$ cat src/rtl/masku_result_packer.sv
// Mask-unit result packer: merges compressed per-element compare bits
// into full-datapath mask words seeded from the old destination register.
//
// Ports:
//   clk_i, rst_ni        clock, synchronous active-low reset
//   start_valid_i/ready  vinsn request handshake (vl_i, vsew_i latched)
//   vd_old_*             old destination mask word, one per output word
//   beat_*               compressed compare bits plus bit enables
//   vrf_pnt_o            bit offset of the next beat inside the current word
//   result_*             packed word towards the lane write-back
//   done_o               one-cycle pulse once the vinsn is fully written
module masku_result_packer #(
    parameter int unsigned NrLanes = 4,
    parameter int unsigned ELEN    = 64,
    parameter int unsigned MaxVl   = 4096,
    localparam int unsigned DW     = NrLanes * ELEN,
    localparam int unsigned VlW    = $clog2(MaxVl) + 1,
    localparam int unsigned PntW   = $clog2(DW) + 1
) (
    input  logic            clk_i,
    input  logic            rst_ni,
    input  logic            start_valid_i,
    output logic            start_ready_o,
    input  logic [VlW-1:0]  vl_i,
    input  logic [1:0]      vsew_i,
    input  logic            vd_old_valid_i,
    output logic            vd_old_ready_o,
    input  logic [DW-1:0]   vd_old_i,
    input  logic            beat_valid_i,
    output logic            beat_ready_o,
    input  logic [DW-1:0]   beat_data_i,
    input  logic [DW-1:0]   beat_enable_i,
    output logic [PntW-1:0] vrf_pnt_o,
    output logic            result_valid_o,
    input  logic            result_ready_i,
    output logic [DW-1:0]   result_data_o,
    output logic            result_last_o,
    output logic            done_o
);

    typedef enum logic [2:0] {
        S_IDLE,
        S_LOAD,
        S_ACCUM,
        S_EMIT,
        S_DONE
    } state_e;

    state_e          r_state;
    state_e          w_state_nxt;

    logic [DW-1:0]   r_acc;
    logic [VlW-1:0]  r_vl;
    logic [1:0]      r_vsew;
    logic [VlW-1:0]  r_elem_cnt;
    logic [PntW-1:0] r_pnt;

    logic [VlW-1:0]  w_beat_elems;
    logic [VlW-1:0]  w_remain;
    logic [VlW-1:0]  w_step;
    logic [VlW-1:0]  w_elem_nxt;
    logic [PntW-1:0] w_pnt_nxt;
    logic            w_beat_end;
    logic            w_last;

    // One beat carries NrLanes*8 bytes worth of compare results, so the
    // number of elements it covers shrinks with the source element width.
    always_comb begin
        w_beat_elems = VlW'(NrLanes * 8) >> r_vsew;
        w_remain     = r_vl - r_elem_cnt;
        w_step       = (w_beat_elems < w_remain) ? w_beat_elems : w_remain;
        w_elem_nxt   = r_elem_cnt + w_step;
        // step never exceeds one beat, so it always fits the pointer width
        w_pnt_nxt    = r_pnt + PntW'(w_step);
        w_beat_end   = (w_pnt_nxt == PntW'(DW)) || (w_elem_nxt == r_vl);
        w_last       = (r_elem_cnt == r_vl);
    end

    // State register
    always_ff @(posedge clk_i) begin
        if (!rst_ni) begin
            r_state <= S_IDLE;
        end else begin
            r_state <= w_state_nxt;
        end
    end

    // Next-state logic
    always_comb begin
        w_state_nxt = r_state;
        unique case (r_state)
            S_IDLE: begin
                if (start_valid_i) begin
                    w_state_nxt = (vl_i == '0) ? S_DONE : S_LOAD;
                end
            end
            S_LOAD: begin
                if (vd_old_valid_i) begin
                    w_state_nxt = S_ACCUM;
                end
            end
            S_ACCUM: begin
                if (beat_valid_i && w_beat_end) begin
                    w_state_nxt = S_EMIT;
                end
            end
            S_EMIT: begin
                if (result_ready_i) begin
                    w_state_nxt = w_last ? S_DONE : S_LOAD;
                end
            end
            S_DONE: begin
                w_state_nxt = S_IDLE;
            end
            default: begin
                w_state_nxt = S_IDLE;
            end
        endcase
    end

    // Output logic
    always_comb begin
        start_ready_o  = 1'b0;
        vd_old_ready_o = 1'b0;
        beat_ready_o   = 1'b0;
        result_valid_o = 1'b0;
        result_data_o  = '0;
        result_last_o  = 1'b0;
        done_o         = 1'b0;
        unique case (r_state)
            S_IDLE:  start_ready_o  = 1'b1;
            S_LOAD:  vd_old_ready_o = 1'b1;
            S_ACCUM: beat_ready_o   = 1'b1;
            S_EMIT: begin
                result_valid_o = 1'b1;
                result_data_o  = r_acc;
                result_last_o  = w_last;
            end
            S_DONE:  done_o         = 1'b1;
            default: ;
        endcase
    end

    assign vrf_pnt_o = r_pnt;

    // Datapath: the accumulator holds the word in flight; it only moves on
    // an accepted handshake, which keeps result_data_o stable during EMIT.
    always_ff @(posedge clk_i) begin
        if (!rst_ni) begin
            r_acc      <= '0;
            r_vl       <= '0;
            r_vsew     <= '0;
            r_elem_cnt <= '0;
            r_pnt      <= '0;
        end else begin
            unique case (r_state)
                S_IDLE: begin
                    if (start_valid_i) begin
                        r_vl       <= vl_i;
                        r_vsew     <= vsew_i;
                        r_elem_cnt <= '0;
                    end
                end
                S_LOAD: begin
                    if (vd_old_valid_i) begin
                        r_acc <= vd_old_i;
                        r_pnt <= '0;
                    end
                end
                S_ACCUM: begin
                    if (beat_valid_i) begin
                        r_acc      <= (r_acc & ~beat_enable_i)
                                    | (beat_data_i & beat_enable_i);
                        r_elem_cnt <= w_elem_nxt;
                        r_pnt      <= w_pnt_nxt;
                    end
                end
                default: ;
            endcase
        end
    end

endmodule
$ cat config.mk
export PLATFORM = sky130hd
export DESIGN_NAME = masku_result_packer
export DESIGN_NICKNAME = d
export VERILOG_FILES = /design/src/rtl/masku_result_packer.sv
export SDC_FILE = /design/constraint.sdc
export NUM_CORES = 1
export LEC_CHECK = 0
export CAP_MARGIN = 5
export CORE_AREA = 3 3 410 412
export CTS_BUF_LIST = sky130_fd_sc_hd__clkbuf_8
export DETAILED_ROUTE_END_ITERATION = 6
export DIE_AREA = 0 0 413 415
export PLACE_DENSITY = 0.33
export SYNTH_ARGS = -nofsm -noshare
export SYNTH_HDL_FRONTEND = slang
export SYNTH_SLANG_ARGS = --single-unit
$ cat constraint.sdc
create_clock -name clk_i -period 6.1 [get_ports clk_i]
set_input_delay 1.22 -clock clk_i [delete_from_list [all_inputs] [get_ports clk_i]]
set_output_delay 1.22 -clock clk_i [all_outputs]
set_load 0.02 [all_outputs]
==> flow_metrics.py, run 1 <==
metrics = {
    "finish": {
        "drive_gt1_share_pct": 3.98,
        "nFillCells": 18800,
        "layout_commonest_cell": "clkdlybuf4s50_1",
        "layout_common_cells": "clkdlybuf4s50_1 (1,058), inv_1 (564), nor2_1 (544), o21ai_0 (529), dfxtp_1 (296)",
        "post-route-util_pct": 20.4,
        "synthToLayoutAreaGrowth_pct": 76.8,
        "final_nets": 4794,
    },
    "sta": {
        "finalSetupViolCount": 0,
        "maxSlewHeadroom_pct": 14.2,
        "finalCritPeriodShare_pct": 90.8,
        "maxSlewViolCount": 0,
        "finClkSkew_ps": 45.2,
        "hold_viol": 0,
        "worst_pin_slew_ps": 1290,
        "rsz0062_at_grt": "no",
        "fmax_mhz": 181,
        "fin_crit_ps": 5540,
        "setup_tns_ps": 0,
    },
    "worst_hold_path": {
        "hold_class": "flop to flop",
        "holdPathStages": 2,
    },
    "synth": {
        "ys_ff_latch": 296,
        "dominantRegCellSynth": "dfxtp_1",
        "ys_seq_area_share_pct": 31.2,
        "avgSynthCellArea_um2": 6.30,
        "synth_cells": 3011,
        "syn_area_um2": 19000,
        "synth_cell_types": 64,
        "synth_edf_count": 0,
        "yosys_warnings": 0,
        "async_flop_share_pct": 0,
    },
    "clocking": {
        "cts-resized-gates": 0,
        "clock-root-buffer": "clkbuf_8",
        "clkTransAtPathRegs_ps": 50,
        "clkLatencyLatePin_ps": 730,
        "htree_levels": 3,
        "cts_hold_buf": 0,
        "post-cts-setup-buffers": 0,
        "cts_made_buffers": 75,
        "cts_max_path_buffers": 3,
        "cts_tree": "yes",
        "cts.sink_count": 296,
    },
    "routing": {
        "drt_pre_antenna_iters": 5,
        "drt_iter0_drc": 1522,
        "drc": 0,
        "vias": 25000,
        "ant_nets": 0,
        "viasPerCell": 4.00,
        "wire_per_inst_um": 23.1,
        "wirelength_um": 144000,
    },
    "global_routing": {
        "gr-total-overflow": 0,
        "met2_usage_pct": 28.0,
        "grt_pass1_wl_um": 197000,
        "grt_use_met3_pct": 5.44,
        "grt_max_degree": 165,
        "top_usage_layer": "met2",
        "met1_usage_pct": 18.7,
        "grt.total_usage_pct": 16.0,
        "antenna_found_initial": 89,
        "grt_pass1_vias": 24900,
    },
    "die": {
        "die_h_um": 415,
        "fp.coreArea_um2": 165000,
        "die_area_um2": 171000,
        "ios": 1060,
        "rows": 149,
        "initial_utilization_pct": 11.5,
        "die_w_um": 413,
    },
    "placed_design": {
        "gp_congestion": 0.872,
        "place.port_buffers": 1059,
        "dp_hpwl_um": 112000,
    },
    "critical_path": {
        "critPathArrivalTime_ps": 6120,
        "critPathRequiredTime_ps": 6680,
        "critPathLaunchType": "flop",
        "path_class": "flop to flop",
        "endpoint_kind": "flop",
        "r2r_cells": 25,
        "worstPathMaxFanout": 6,
    },
    "power_and_ir_drop": {
        "ir_worst_vdd_v": 0.000180,
        "leakage_nw": 12.3,
        "power.density_nw_per_um2": 309,
    },
    "flow_run": {
        "max_cap_violations": 0,
    },
    "outcome": {
        "status": "finished clean",
    },
}
==> Yosys cell counts (all sizes together) (2+ instances only) <==
cell type,count,area [um2]
and3b,2,17.5
a31o,2,17.5
a2111oi,3,33.8
a211o,4,35.0
nand2,59,221
buf,7,36.3
o21a,6,45.0
nand3,16,80.1
o21ai,532,2670
a22oi,11,82.6
o2111ai,4,35.0
a21boi,20,150
o21bai,2,15.0
clkbuf,214,803
nand2b,4,25.0
or3,2,12.5
nor2,544,2040
xnor3,2,45.0
and4,2,17.5
a21oi,290,1450
xor2,13,114
dfxtp,296,5930
and3,7,43.8
xnor2,16,140
o211ai,6,45.0
nand4b,2,17.5
nand4,9,56.3
nor3,16,85.1
o31ai,6,45.0
a221oi,2,23.8
a211oi,7,52.6
o311ai,2,17.5
and2,11,68.8
ha,33,413
inv,542,2030
nor2b,19,119
a21o,10,75.1
nand3b,2,15.0
a31oi,265,1660
nor4,9,77.6
==> final cells by class <==
type / instances / area (um2) / area share [%]
Antenna cell: 34 / 85.1 / 0.254
Clock buffer: 94 / 1290 / 3.86
Clock inverter: 33 / 179 / 0.533
Inverter: 542 / 2040 / 6.09
Multi-Input combinational cell: 1956 / 10200 / 30.5
Sequential cell: 296 / 5930 / 17.7
Tap cell: 2189 / 2740 / 8.16
Timing Repair Buffer: 1100 / 11100 / 33.0
==> power by group <==
part / total, mW / internal, mW / switching, mW
Combinational: 5.02 / 1.76 / 3.26
Clock: 2.61 / 1.42 / 1.19
Sequential: 2.73 / 2.55 / 0.179
==> worst paths after layout <==
| check | startpoint | endpoint | slack, ps |
|---|---|---|---|
| worst max-delay path | r_elem_cnt[2] | r_state[0] | 560 |
| worst min-delay path | flop | flop | 450 |
| worst max register to register | r_elem_cnt[2] | r_state[0] | 560 |
| worst min register to register | flop | flop | 450 |
==> critical path, stage by stage (launching register included) <==
cell and delay (ps):
dfxtp_1 350, inv_1 60, ha_1 360, a21oi_1 240, nand2_1 110, a21o_1 180, a21oi_1 170, xor2_1 240
ha_1 210, nor2_1 50, o2bb2ai_1 180, nor3_1 190, nand4_1 220, o21ai_0 500, ha_1 390, o21ai_0 220
nand2b_1 120, a21o_1 220, and2_1 180, nor2_1 230, inv_1 130, a31o_2 230, a211o_1 280, o311a_1 130
nand4b_1 120, o21ai_1 80
==> cell families (layout without fill, tap and decap cells) <==
kind of cell	Yosys count	count (layout)	synth area share (%)
adder cells (fa/ha/maj)	34	34	2.28
XOR/XNOR	31	31	1.58
buffers and inverters	763	1769	15.2
AO/OA/AOI/OAI	1179	1179	34.3
flip-flops	296	296	31.2
other	1	39	0.0198
AND/OR/NAND/NOR	707	707	15.4
==> layer usage <==
metal / part of all wire, % / vias to the layer above
met1: 40 / 11800
li1: - / 12000
met3: 8.6 / 228
met4: 2.2 / 36
met5: 0.15 / -
met2: 49 / 897
==> metrics by stage <==
step	instances	power, mW	hold WS, ps	setup slack (ps)	cell area, um2
2_1_floorplan	3015	5.61	430	1090	19000
3_3_place_gp	6083	7.88	444	544	32000
3_5_place_dp	6083	7.85	444	600	32000
4_1_cts	6210	10.6	453	569	33500
5_1_grt	6221	11.2	467	57.1	33500
6_report	6244	10.4	450	563	33500
Power figures use the tool's default switching activity.
==> run 2, diff against run 1 <==
--- a/config.mk
+++ b/config.mk
@@ -7,8 +7,8 @@
 export LEC_CHECK = 0
 export CAP_MARGIN = 5
-export CORE_AREA = 3 3 410 412
+export CORE_AREA = 2 2 409 411
 export CTS_BUF_LIST = sky130_fd_sc_hd__clkbuf_8
 export DETAILED_ROUTE_END_ITERATION = 6
-export DIE_AREA = 0 0 413 415
+export DIE_AREA = 0 0 411 413
 export PLACE_DENSITY = 0.33
 export SYNTH_ARGS = -nofsm -noshare
==> constraint.sdc (replaced) <==
create_clock -name clk_i -period 6.1 [get_ports clk_i]
set_input_delay 1.22 -clock clk_i [delete_from_list [all_inputs] [get_ports clk_i]]
set_output_delay 1.22 -clock clk_i [all_outputs]
set_load 0.1 [all_outputs]
==> run 2 against run 1 <==
Compared with the run above: core utilization fell by 0.25 points; critical path type unchanged; critical endpoint unchanged; via count fell by 0.38%; critical path depth did not move.
==> flow_metrics.py, run 2 (same netlist as run 1, synthesis figures left out) <==
metrics = {
    "outcome": {
        "status": "finished clean",
    },
    "clocking": {
        "post-cts-setup-buffers": 0,
        "htree_levels": 3,
        "clkTransAtPathRegs_ps": 60,
        "cts_made_buffers": 76,
        "cts_tree": "yes",
        "cts-resized-gates": 0,
        "cts_hold_buf": 0,
        "cts.sink_count": 296,
        "cts_max_path_buffers": 3,
        "clock-root-buffer": "clkbuf_8",
        "clkLatencyLatePin_ps": 750,
    },
    "power_and_ir_drop": {
        "seq_power_share_pct": 25.6,
        "leakage_nw": 12.2,
        "power.density_nw_per_um2": 319,
        "switching_share_pct": 47.5,
        "clkPwrFrac_pct": 23.6,
        "ir_worst_vdd_v": 0.000419,
        "pwr-share-comb_pct": 50.7,
        "p_int_mw": 5.58,
        "p_sw_mw": 5.06,
    },
    "critical_path": {
        "endpoint_kind": "flop",
        "worstPathMaxFanout": 6,
        "worst_path_max_delay_cell": "o21ai_0",
        "timing.critical_path.buf_inv": 2,
        "cp_common_cell": "ha_1",
        "critPathRequiredTime_ps": 6700,
        "crit_family": "compound AO/OA/AOI/OAI gates",
        "critPathLaunchType": "flop",
        "critPathArrivalTime_ps": 6090,
        "path_class": "flop to flop",
        "slowest_delay_ps": 490,
    },
    "sta": {
        "finalSetupViolCount": 0,
        "hold_slack_ps": 450,
        "fmax_mhz": 182,
        "finalCritPeriodShare_pct": 90.1,
        "hold_viol": 0,
        "maxSlewHeadroom_pct": 19.9,
        "finClkSkew_ps": 49.4,
        "worst_pin_slew_ps": 1190,
        "maxSlewViolCount": 0,
        "rsz0062_at_grt": "no",
        "setup_tns_ps": 0,
        "fin_crit_ps": 5500,
    },
    "worst_hold_path": {
        "hold_class": "flop to flop",
    },
    "placed_design": {
        "dp_hpwl_um": 109000,
        "place.port_buffers": 1059,
        "gp_congestion": 0.857,
        "dp_cells": 6085,
    },
    "global_routing": {
        "grt.total_usage_pct": 15.7,
        "gr-total-overflow": 0,
        "grt_max_degree": 169,
        "grt_pass1_vias": 24000,
        "grt_pass1_wl_um": 189000,
        "antenna_found_initial": 89,
    },
    "routing": {
        "drc": 0,
        "wire_per_inst_um": 22.7,
        "ant_nets": 0,
        "drt_iter0_drc": 1499,
        "viasPerCell": 3.98,
        "wirelength_um": 142000,
        "vias": 24900,
        "drt_pre_antenna_iters": 5,
    },
    "die": {
        "die_w_um": 411,
        "fp.coreArea_um2": 166000,
        "die_area_um2": 170000,
        "die_h_um": 413,
        "rows": 150,
        "ios": 1060,
        "initial_utilization_pct": 11.4,
    },
    "finish": {
        "layout_common_cells": "clkdlybuf4s50_1 (1,058), inv_1 (564), nor2_1 (544), o21ai_0 (529), dfxtp_1 (296)",
        "synthToLayoutAreaGrowth_pct": 75.9,
        "layout_commonest_cell": "clkdlybuf4s50_1",
        "fin_cells": 6247,
        "nFillCells": 19000,
        "post-route-util_pct": 20.1,
        "final_nets": 4782,
        "drive_gt1_share_pct": 3.50,
    },
    "flow_run": {
        "max_cap_violations": 0,
    },
}
-- run 2: per-layer routing --
| metal | up-vias | share of wire [%] | track usage, % |
|---|---|---|---|
| met1 | 11800 | 41 | 18.7 |
| li1 | 11900 | - | - |
| met4 | 54 | 3.1 | 6.50 |
| met2 | 881 | 47 | 25.5 |
| met3 | 237 | 8.1 | 5.72 |
| met5 | - | 0.24 | 0 |
-- run 2: final cells by class --
class,count,area [um2],share of cell area [%]
diodes,42,105,0.315
clock buffers,90,1240,3.71
clock inverters,30,135,0.405
inverters,542,2040,6.12
multi-input cells,1956,10200,30.6
flip-flops and latches,296,5930,17.8
well taps,2204,2760,8.27
repair buffers,1087,10900,32.8
-- run 2: final timing paths --
check,start,end,slack [ps],cells past startpoint
max,r_elem_cnt[2],r_state[0],600,25
max reg2reg,r_elem_cnt[2],r_state[0],600,25
min reg2reg,flop,flop,450,2
min,flop,flop,450,2
-- run 2: power groups by stage --
stage | clock network [mW] | registers [mW] | logic, mW
6_report | 2.51 | 2.73 | 5.40
5_1_grt | 2.75 | 2.79 | 5.93
4_1_cts | 2.68 | 2.73 | 5.46
3_5_place_dp | 0 | 2.77 | 5.44
3_3_place_gp | 0 | 2.76 | 5.47
2_1_floorplan | 0 | 2.73 | 3.29
-- run 2: metrics by stage --
stage / cell area [um2] / setup slack (ps) / total power [mW]
floorplan: 19000 / 1090 / 6.02
global placement: 31900 / 592 / 8.23
detailed placement: 31900 / 624 / 8.21
CTS: 33300 / 576 / 10.9
global route: 33300 / 167 / 11.5
finish: 33400 / 605 / 10.6
-- run 2: worst reg2reg max path: stages, from the launching register on --
cell	delay, ps
dfxtp_1	350
inv_1	60
ha_1	370
a21oi_1	230
nand2_1	120
a21o_1	190
a21oi_1	170
xor2_1	230
ha_1	200
nor2_1	50
o2bb2ai_1	180
nor3_1	200
nand4_1	220
o21ai_0	490
ha_1	390
o21ai_0	180
nand2b_1	110
a21o_1	220
and2_1	190
nor2_1	240
inv_1	120
a31o_2	240
a211o_1	300
o311a_1	130
nand4b_1	100
o21ai_1	70
